==> src/rtl/anneal_pkg.sv <==
// Shared definitions for the annealer sweep controller: state encoding,
// RAM word layout defaults and the 16-bit Galois LFSR polynomial.
package anneal_pkg;

    localparam int ADDR_W_DEF = 6;
    localparam int DATA_W_DEF = 8;

    // Word layout: spin in the MSB, field magnitude h below it.
    localparam int SPIN_BIT_DEF = DATA_W_DEF - 1;
    localparam int H_MSB_DEF    = DATA_W_DEF - 2;
    localparam int H_LSB_DEF    = 0;

    // x^16 + x^14 + x^13 + x^11 + 1, right-shifting Galois form.
    localparam logic [15:0] LFSR_TAPS     = 16'hB400;
    localparam logic [15:0] LFSR_SEED_DEF = 16'hACE1;

    typedef enum logic [2:0] {
        S_IDLE  = 3'd0,
        S_READ  = 3'd1,
        S_LATCH = 3'd2,
        S_WRITE = 3'd3,
        S_FIN   = 3'd4
    } state_t;

    function automatic logic [15:0] lfsr_step(input logic [15:0] cur);
        lfsr_step = (cur >> 1) ^ (cur[0] ? LFSR_TAPS : 16'h0000);
    endfunction

endpackage

==> src/rtl/lfsr16.sv <==
// 16-bit Galois LFSR that advances on en. It is kept separate so other
// stochastic blocks can reuse it.
module lfsr16
    import anneal_pkg::*;
#(
    parameter logic [15:0] SEED = LFSR_SEED_DEF
) (
    input  logic        clk,
    input  logic        rst,
    input  logic        en,
    output logic [15:0] q
);

    logic [15:0] q_q;
    logic [15:0] q_d;

    always_comb begin
        q_d = q_q;
        if (en) begin
            q_d = lfsr_step(q_q);
        end
    end

    always_ff @(posedge clk or posedge rst) begin
        if (rst) begin
            q_q <= SEED;
        end else begin
            q_q <= q_d;
        end
    end

    assign q = q_q;

endmodule

==> src/rtl/anneal_sweep_ctrl.sv <==
// One Metropolis-style sweep over the spin RAM per start pulse. Each word
// takes READ -> LATCH -> WRITE, and accepted flips are written back in place.
module anneal_sweep_ctrl
    import anneal_pkg::*;
#(
    parameter int          ADDR_W    = ADDR_W_DEF,
    parameter int          DATA_W    = DATA_W_DEF,
    parameter logic [15:0] LFSR_SEED = LFSR_SEED_DEF
) (
    input  logic              clk,
    input  logic              rst,
    input  logic              start,
    input  logic [7:0]        temp,
    input  logic              rand_en,
    output logic              busy,
    output logic              done,
    output logic [6:0]        flips,
    output logic [ADDR_W-1:0] ram_addr,
    output logic              ram_we,
    output logic [DATA_W-1:0] ram_data,
    input  logic [DATA_W-1:0] ram_q,
    output logic [2:0]        dbg_state
);

    // Handshake: start is a one-cycle request taken only in IDLE, with no
    // queueing. busy is high from the first READ through the last WRITE.
    // done pulses for one cycle in FIN, and flips is already valid then.
    localparam int CMP_W = (DATA_W > 8) ? DATA_W : 8;

    state_t              state_q, state_d;
    logic [ADDR_W-1:0]   idx_q, idx_d;
    logic [6:0]          cnt_q, cnt_d;
    logic [6:0]          flips_q, flips_d;
    logic [7:0]          temp_q, temp_d;
    logic                rand_en_q, rand_en_d;
    logic                we_q, we_d;
    logic [DATA_W-1:0]   data_q, data_d;

    logic [15:0]         lfsr_q;
    logic                lfsr_en;
    logic                unused_lfsr_hi;
    logic [CMP_W-1:0]    h_cmp;
    logic [CMP_W-1:0]    t_cmp;
    logic                accept;
    logic [6:0]          cnt_next;

    lfsr16 #(
        .SEED (LFSR_SEED)
    ) u_lfsr (
        .clk (clk),
        .rst (rst),
        .en  (lfsr_en),
        .q   (lfsr_q)
    );

    assign unused_lfsr_hi = ^lfsr_q[15:8];

    // ram_q is only meaningful in LATCH. Its result is registered into we/data.
    assign h_cmp    = CMP_W'(ram_q[DATA_W-2:0]);
    assign t_cmp    = CMP_W'(temp_q);
    assign accept   = (h_cmp < t_cmp) | (rand_en_q & (lfsr_q[7:0] < temp_q));
    assign cnt_next = cnt_q + 7'(we_q);

    always_comb begin
        state_d   = state_q;
        idx_d     = idx_q;
        cnt_d     = cnt_q;
        flips_d   = flips_q;
        temp_d    = temp_q;
        rand_en_d = rand_en_q;
        we_d      = 1'b0;
        data_d    = data_q;
        lfsr_en   = 1'b0;

        case (state_q)
            S_IDLE: begin
                if (start) begin
                    temp_d    = temp;
                    rand_en_d = rand_en;
                    idx_d     = '0;
                    cnt_d     = '0;
                    state_d   = S_READ;
                end
            end
            S_READ: begin
                state_d = S_LATCH;
            end
            S_LATCH: begin
                lfsr_en = 1'b1;
                we_d    = accept;
                data_d  = {~ram_q[DATA_W-1], ram_q[DATA_W-2:0]};
                state_d = S_WRITE;
            end
            S_WRITE: begin
                cnt_d = cnt_next;
                if (idx_q == {ADDR_W{1'b1}}) begin
                    // The count is loaded on entry to FIN so it is valid alongside done.
                    flips_d = cnt_next;
                    state_d = S_FIN;
                end else begin
                    idx_d   = idx_q + 1'b1;
                    state_d = S_READ;
                end
            end
            S_FIN: begin
                state_d = S_IDLE;
            end
            default: begin
                state_d = S_IDLE;
            end
        endcase
    end

    always_ff @(posedge clk or posedge rst) begin
        if (rst) begin
            state_q   <= S_IDLE;
            idx_q     <= '0;
            cnt_q     <= '0;
            flips_q   <= '0;
            temp_q    <= '0;
            rand_en_q <= 1'b0;
            we_q      <= 1'b0;
            data_q    <= '0;
        end else begin
            state_q   <= state_d;
            idx_q     <= idx_d;
            cnt_q     <= cnt_d;
            flips_q   <= flips_d;
            temp_q    <= temp_d;
            rand_en_q <= rand_en_d;
            we_q      <= we_d;
            data_q    <= data_d;
        end
    end

    assign busy      = (state_q == S_READ) || (state_q == S_LATCH) || (state_q == S_WRITE);
    assign done      = (state_q == S_FIN);
    assign flips     = flips_q;
    assign ram_addr  = idx_q;
    assign ram_we    = we_q;
    assign ram_data  = data_q;
    assign dbg_state = state_q;

endmodule

==> config.mk <==
export PLATFORM = sky130hd
export DESIGN_NAME = anneal_sweep_ctrl
export DESIGN_NICKNAME = d
export VERILOG_FILES = /design/src/rtl/anneal_pkg.sv /design/src/rtl/lfsr16.sv /design/src/rtl/anneal_sweep_ctrl.sv
export SDC_FILE = /design/constraint.sdc
export NUM_CORES = 1
export LEC_CHECK = 0
export CORE_MARGIN = 2
export CORE_UTILIZATION = 53
export CTS_CLUSTER_SIZE = 30
export DETAILED_ROUTE_END_ITERATION = 12
export PLACE_DENSITY = 0.81
export SETUP_SLACK_MARGIN = 0.2
export SLEW_MARGIN = 20
export SYNTH_ARGS = -nofsm -noshare
export SYNTH_HDL_FRONTEND = slang
export SYNTH_HIERARCHICAL = 1
export SYNTH_SLANG_ARGS = --single-unit
export TNS_END_PERCENT = 1
==> constraint.sdc <==
create_clock -name clk -period 2.2 [get_ports clk]
set_clock_uncertainty 0.15 [all_clocks]
set_input_delay 0.22 -clock clk [delete_from_list [all_inputs] [get_ports clk]]
set_output_delay 0.22 -clock clk [all_outputs]
set_load 0.05 [all_outputs]
==> flow_summary.ini, run 1 <==
[worst_setup_path]
crit_arrival_ns = 1.67
worst-path-buf-inv = 1
worst-path-max-fanout = 8
critPathRequiredTime_ns = 1.83
start_kind = flop
end_kind = output pin
slowest_delay_ns = 0.85
crit_type = reg2out
path_delay_family = buffers and inverters
cp_slowest_cell = clkdlybuf4s50_1
path_cells = clkdlybuf4s50_1

[sta]
max_freq_mhz = 490
max_slew_margin = 0.606
period_minus_slack_ns = 2.04
rsz0062_at_grt = yes
hold_viol = 0
setup-tns-final_ns = 0
timing.final.crit_share = 0.928
finalSetupViolations = 0
max_slew.worst_pin.slew_ns = 0.590
drv_slew = 0

[die]
dieArea_um2 = 5790
die_h_um = 76.1
die_w_um = 76.1
io_pins = 47
initial_core_util = 0.543
core-area_um2 = 5070
rows = 26

[synth]
ys_seq_area_frac = 0.521
ys_types = 44
synth-xor-area-share = 0.0318
synthTopCellsByArea = dfrtp_1, mux2_2, dfstp_2, ha_1, o21ai_0
async_flop_share = 1.00
yosys-top-cells-count = dfrtp_1, mux2_2, nor2_1, o21ai_0, ha_1
synthMuxAreaShare = 0.104
synth_ff_type = dfrtp_1
synth_compound_area_frac = 0.112
synth_top_family_by_area = simple AND/OR/NAND/NOR gates
syn-num-nets = 275
synth_warnings = 6
synth_edf_count = 0
yosys.area.top_type = dfrtp_1
mappedNetlistArea_um2 = 2760
synth_area_per_cell_um2 = 11.5
synth_adder_area_share = 0.0727
synth-simple-area-share = 0.114
synthDominantCellAreaShare = 0.445
ys_seq_elements = 57
yosysMostFrequentCell = dfrtp_1
synthesis.instances = 239

[run]
drv_cap = 0

[route]
drt_iter0_markers = 90
ant_nets = 0
drc_errors = 0
wirelength_um = 5270
dr.pass1.iters = 4
vias = 1960
viasPerCell = 5.40
wl_per_cell_um = 14.5

[final_layout]
utilization = 0.678
n_antenna_cell = 0
fill_cells = 399
synthToLayoutAreaGrowth_pct = 24.8
layout-drive-gt1-share = 0.198
finish.instance_area_um2 = 3440
fin_nets = 324

[placement]
hpwl_um = 3770
gp_congestion = 0.819
post_dp_cell_area_um2 = 3280
port_buffers = 46

[power]
swShare = 0.401
leakage_nw = 1.51
irDropWorstVdd_mv = 0.807
p_int_mw = 2.89
power_frac_comb = 0.458
p_sw_mw = 1.93
p_clk_frac = 0.171
seqPwrFrac = 0.371
powerDensity_nw_per_um2 = 1400

[status]
status = complete, no violations

[cts]
htreeDepth = 3
clock_sinks = 57
cts_buffer_depth = 2
postCtsSetupRepairBufs = 0
cts_root_buffer = clkbuf_8
cts_buffers = 9
clk_pin_slew_ns = 0.07
clk_latency_ns = 0.34
cts_tree = yes

[global_routing]
gr-total-overflow = 0
grt_pass1_vias = 1938
grt_pass1_wl_um = 9010
antenna_found_initial = 0
grtUsageTotal = 0.198
grt_max_degree = 42

[worst_hold_path]
holdCritPathClass = in2async
## cells by family (layout without fill, tap and decap cells)
logic type	count (synthesis)	after routing
AOI/OAI and AO/OA	51	51
DFF	57	57
adders and majority gates	16	16
muxes	24	24
xor gates and xnor gates	10	10
and+or+nand+nor	59	59
buffers and inverters	22	76
## per-stage QoR
stage	cells	setup slack (ns)	hold slack, ns	total power, mW
2_1_floorplan	239	0.181	-0.0220	3.42
3_3_place_gp	347	0.315	0.329	3.93
6_report	363	0.159	0.132	4.81
3_5_place_dp	347	0.279	0.341	4.03
5_1_grt	363	0.110	0.182	5.14
4_1_cts	363	0.0776	0.138	4.86
## cell usage in the layout (no fill, tap or decap), types with 2 or more instances in the layout
cell type and n:
xnor2_1 8, a21oi_1 13, a31oi_1 2, clkbuf_1 5
dfstp_2 8, ha_1 16, clkbuf_8 10, nor3_1 3
nand3_1 6, dfrtp_2 4, buf_4 5, o21ai_0 20
mux2_4 4, nor2_1 20, mux2_2 20, dfrtp_1 45
o2111ai_1 2, and3_1 3, a21o_1 2, a22o_1 2
clkdlybuf4s50_1 43, xor2_1 2, nand2_1 15, o31ai_1 2
inv_1 9, a311oi_1 2
## worst paths after layout
kind | from | slack (ns) | cells after the start | end
setup / recovery | dbg_state[0] | 0.16 | 1 | dbg_state[0]
hold / removal | rst | 0.13 | 2 | u_lfsr/q[12]
setup reg to reg | dbg_state[2] | 0.34 | 5 | ram_addr[0]
hold reg to reg | u_lfsr/q[10] | 0.35 | 2 | u_lfsr/q[10]
max in group asynchronous | rst | 1.34 | 3 | ram_addr[1]
min in group clk | ram_q[7] | 0.28 | 2 | ram_data[7]
## layer usage
layer	global-route usage	routed length (µm)
met5	0	0
met4	0.105	130
met3	0.0498	188
met2	0.320	2610
met1	0.246	2340
## state kept, by name, indices dropped and copies added, names as in the netlist
signal	count
ram_addr	6
cnt_q	7
ram_we	1
dbg_state	3
rand_en_q	1
t_cmp	8
u_lfsr/q	16
ram_data	8
flips	7
## area by class of cell
cell class                 count  area, µm²  area share
clock inverter                 1       5.00     0.00146
tap                           70       87.6      0.0255
sequential                    57       1440       0.419
timing repair buffer          51        509       0.148
multi-input combinational    160       1210       0.351
inverter                       9       33.8     0.00982
clock buffer                  15        156      0.0455
## power groups by stage
stage                     clock network (mW)  registers (mW)  logic (mW)
after detailed placement                   0            1.80        2.23
after global routing                   0.899            1.83        2.41
final                                  0.823            1.78        2.21
after CTS                              0.845            1.79        2.23
after global placement                     0            1.78        2.15
after floorplan                            0            2.18        1.24
## repair_timing
item	4_1_cts	5_1_grt
cloned	0	0
hold buffers	0	0
resized for setup	1	1
setup endpoints to repair	4	7
Power figures use the tool's default switching activity.
==> run 2: changes to the inputs <==
--- a/config.mk
+++ b/config.mk
@@ -16,4 +16,4 @@
 export SYNTH_HDL_FRONTEND = slang
 export SYNTH_HIERARCHICAL = 1
 export SYNTH_SLANG_ARGS = --single-unit
-export TNS_END_PERCENT = 1
+export TNS_END_PERCENT = 30
==> flow_summary.ini, run 2 (synthesis gave the netlist of run 1 again) <==
[status]
status = complete, no violations

[route]
wl_per_cell_um = 15.0
viasPerCell = 5.47
vias = 2002
drc_errors = 0
dr.pass1.iters = 4
wirelength_um = 5490
ant_nets = 0
drt_iter0_markers = 119

[placement]
post_dp_cell_area_um2 = 3310
gp_congestion = 0.797
hpwl_um = 3930
post-place-ws_ns = 0.313
port_buffers = 46

[die]
io_pins = 47
die_w_um = 76.1
dieArea_um2 = 5790
initial_core_util = 0.543
die_h_um = 76.1
core-area_um2 = 5070
rows = 26

[final_layout]
final_common_cell = dfrtp_1
synthToLayoutAreaGrowth_pct = 26.8
finish.instance_area_um2 = 3490
largest_reg_flops = 16
layout-drive-gt1-share = 0.209
fill_cells = 395
n_antenna_cell = 0
fin_nets = 327
final_cell_mix = dfrtp_1, clkdlybuf4s50_1, nor2_1, o21ai_0, mux2_2

[cts]
cts_buffers = 9
cts_buffer_depth = 2
clock_sinks = 57
cts_root_buffer = clkbuf_8
cts_tree = yes
postCtsSetupRepairBufs = 0
clk_latency_ns = 0.33
clk_pin_slew_ns = 0.06
hold_buffers = 0
htreeDepth = 3

[global_routing]
antenna_found_initial = 0
grtUsageTotal = 0.214
grt_pass1_wl_um = 9710
grt_pass1_vias = 2099
gr-total-overflow = 0
grt_max_degree = 31

[worst_setup_path]
path_cells = clkdlybuf4s50_1
end_kind = output pin
crit_arrival_ns = 1.67
slowest_delay_ns = 0.86
start_kind = flop
worst-path-max-fanout = 7
critPathRequiredTime_ns = 1.83
ff2ff_setup_slack_ns = 0.37
crit_type = reg2out
path_delay_family = buffers and inverters
cp_slowest_cell = clkdlybuf4s50_1
worst-path-buf-inv = 1

[sta]
setup-tns-final_ns = 0
hold_viol = 0
max_slew.worst_pin.slew_ns = 0.735
max_freq_mhz = 491
finalSetupViolations = 0
rsz0062_at_grt = yes
drv_slew = 0
fin_ws_ns = 0.165
period_minus_slack_ns = 2.04
max_slew_margin = 0.509
timing.final.crit_share = 0.925

[power]
leakage_nw = 1.54
powerDensity_nw_per_um2 = 1410
irDropWorstVdd_mv = 0.724

[worst_hold_path]
holdCritPathClass = in2async

[run]
drv_cap = 0
run 2: layout make-up:
type / count / area, µm² / share of cell area
Inverter: 9 / 33.8 / 0.00967
Clock buffer: 16 / 180 / 0.0516
Sequential cell: 57 / 1440 / 0.413
Timing Repair Buffer: 54 / 544 / 0.156
Tap cell: 70 / 87.6 / 0.0251
Multi-Input combinational cell: 160 / 1210 / 0.345
run 2: stage by stage:
stage | power, mW | utilization | cells | hold WS, ns
after floorplan | 3.43 | - | 239 | -0.0220
after global placement | 3.95 | 0.653 | 350 | 0.328
after detailed placement | 4.05 | 0.653 | 350 | 0.341
after CTS | 4.94 | 0.688 | 366 | 0.144
after global routing | 5.24 | 0.688 | 366 | 0.180
final | 4.91 | 0.688 | 366 | 0.141
run 2: path summary, 6_finish.rpt:
path	cells after the start	to	startpoint
setup / recovery	1	ram_addr[5]	ram_addr[5]
hold / removal	2	u_lfsr/q[9]	rst
setup reg to reg	4	flips[0]	dbg_state[2]
hold reg to reg	2	u_lfsr/q[10]	u_lfsr/q[10]
max in group asynchronous	3	cnt_q[6]	rst
min in group clk	2	ram_data[7]	ram_q[7]
run 2: what timing repair did:
item	4_1_cts	5_1_grt
endpoints found under the hold margin	0	0
pin swaps	0	0
setup endpoints to repair	6	6
cloned	0	0
gates resized for setup	1	1
run 2: routing by layer:
layer / vias up / global-route usage / wire [µm] / part of all wire
met5: - / 0 / 0 / 0
li1: 955 / - / - / -
met2: 58 / 0.363 / 2780 / 0.51
met4: 0 / 0.109 / 135 / 0.025
met3: 15 / 0.0521 / 249 / 0.045
met1: 974 / 0.253 / 2320 / 0.42
run 2: power breakdown:
group	total (mW)	leakage, nW	internal (mW)	switching [mW]
logic	2.25	0.748	0.977	1.27
registers	1.79	0.701	1.48	0.303
clock network	0.872	0.0910	0.503	0.369
total	4.91	1.54	2.96	1.95
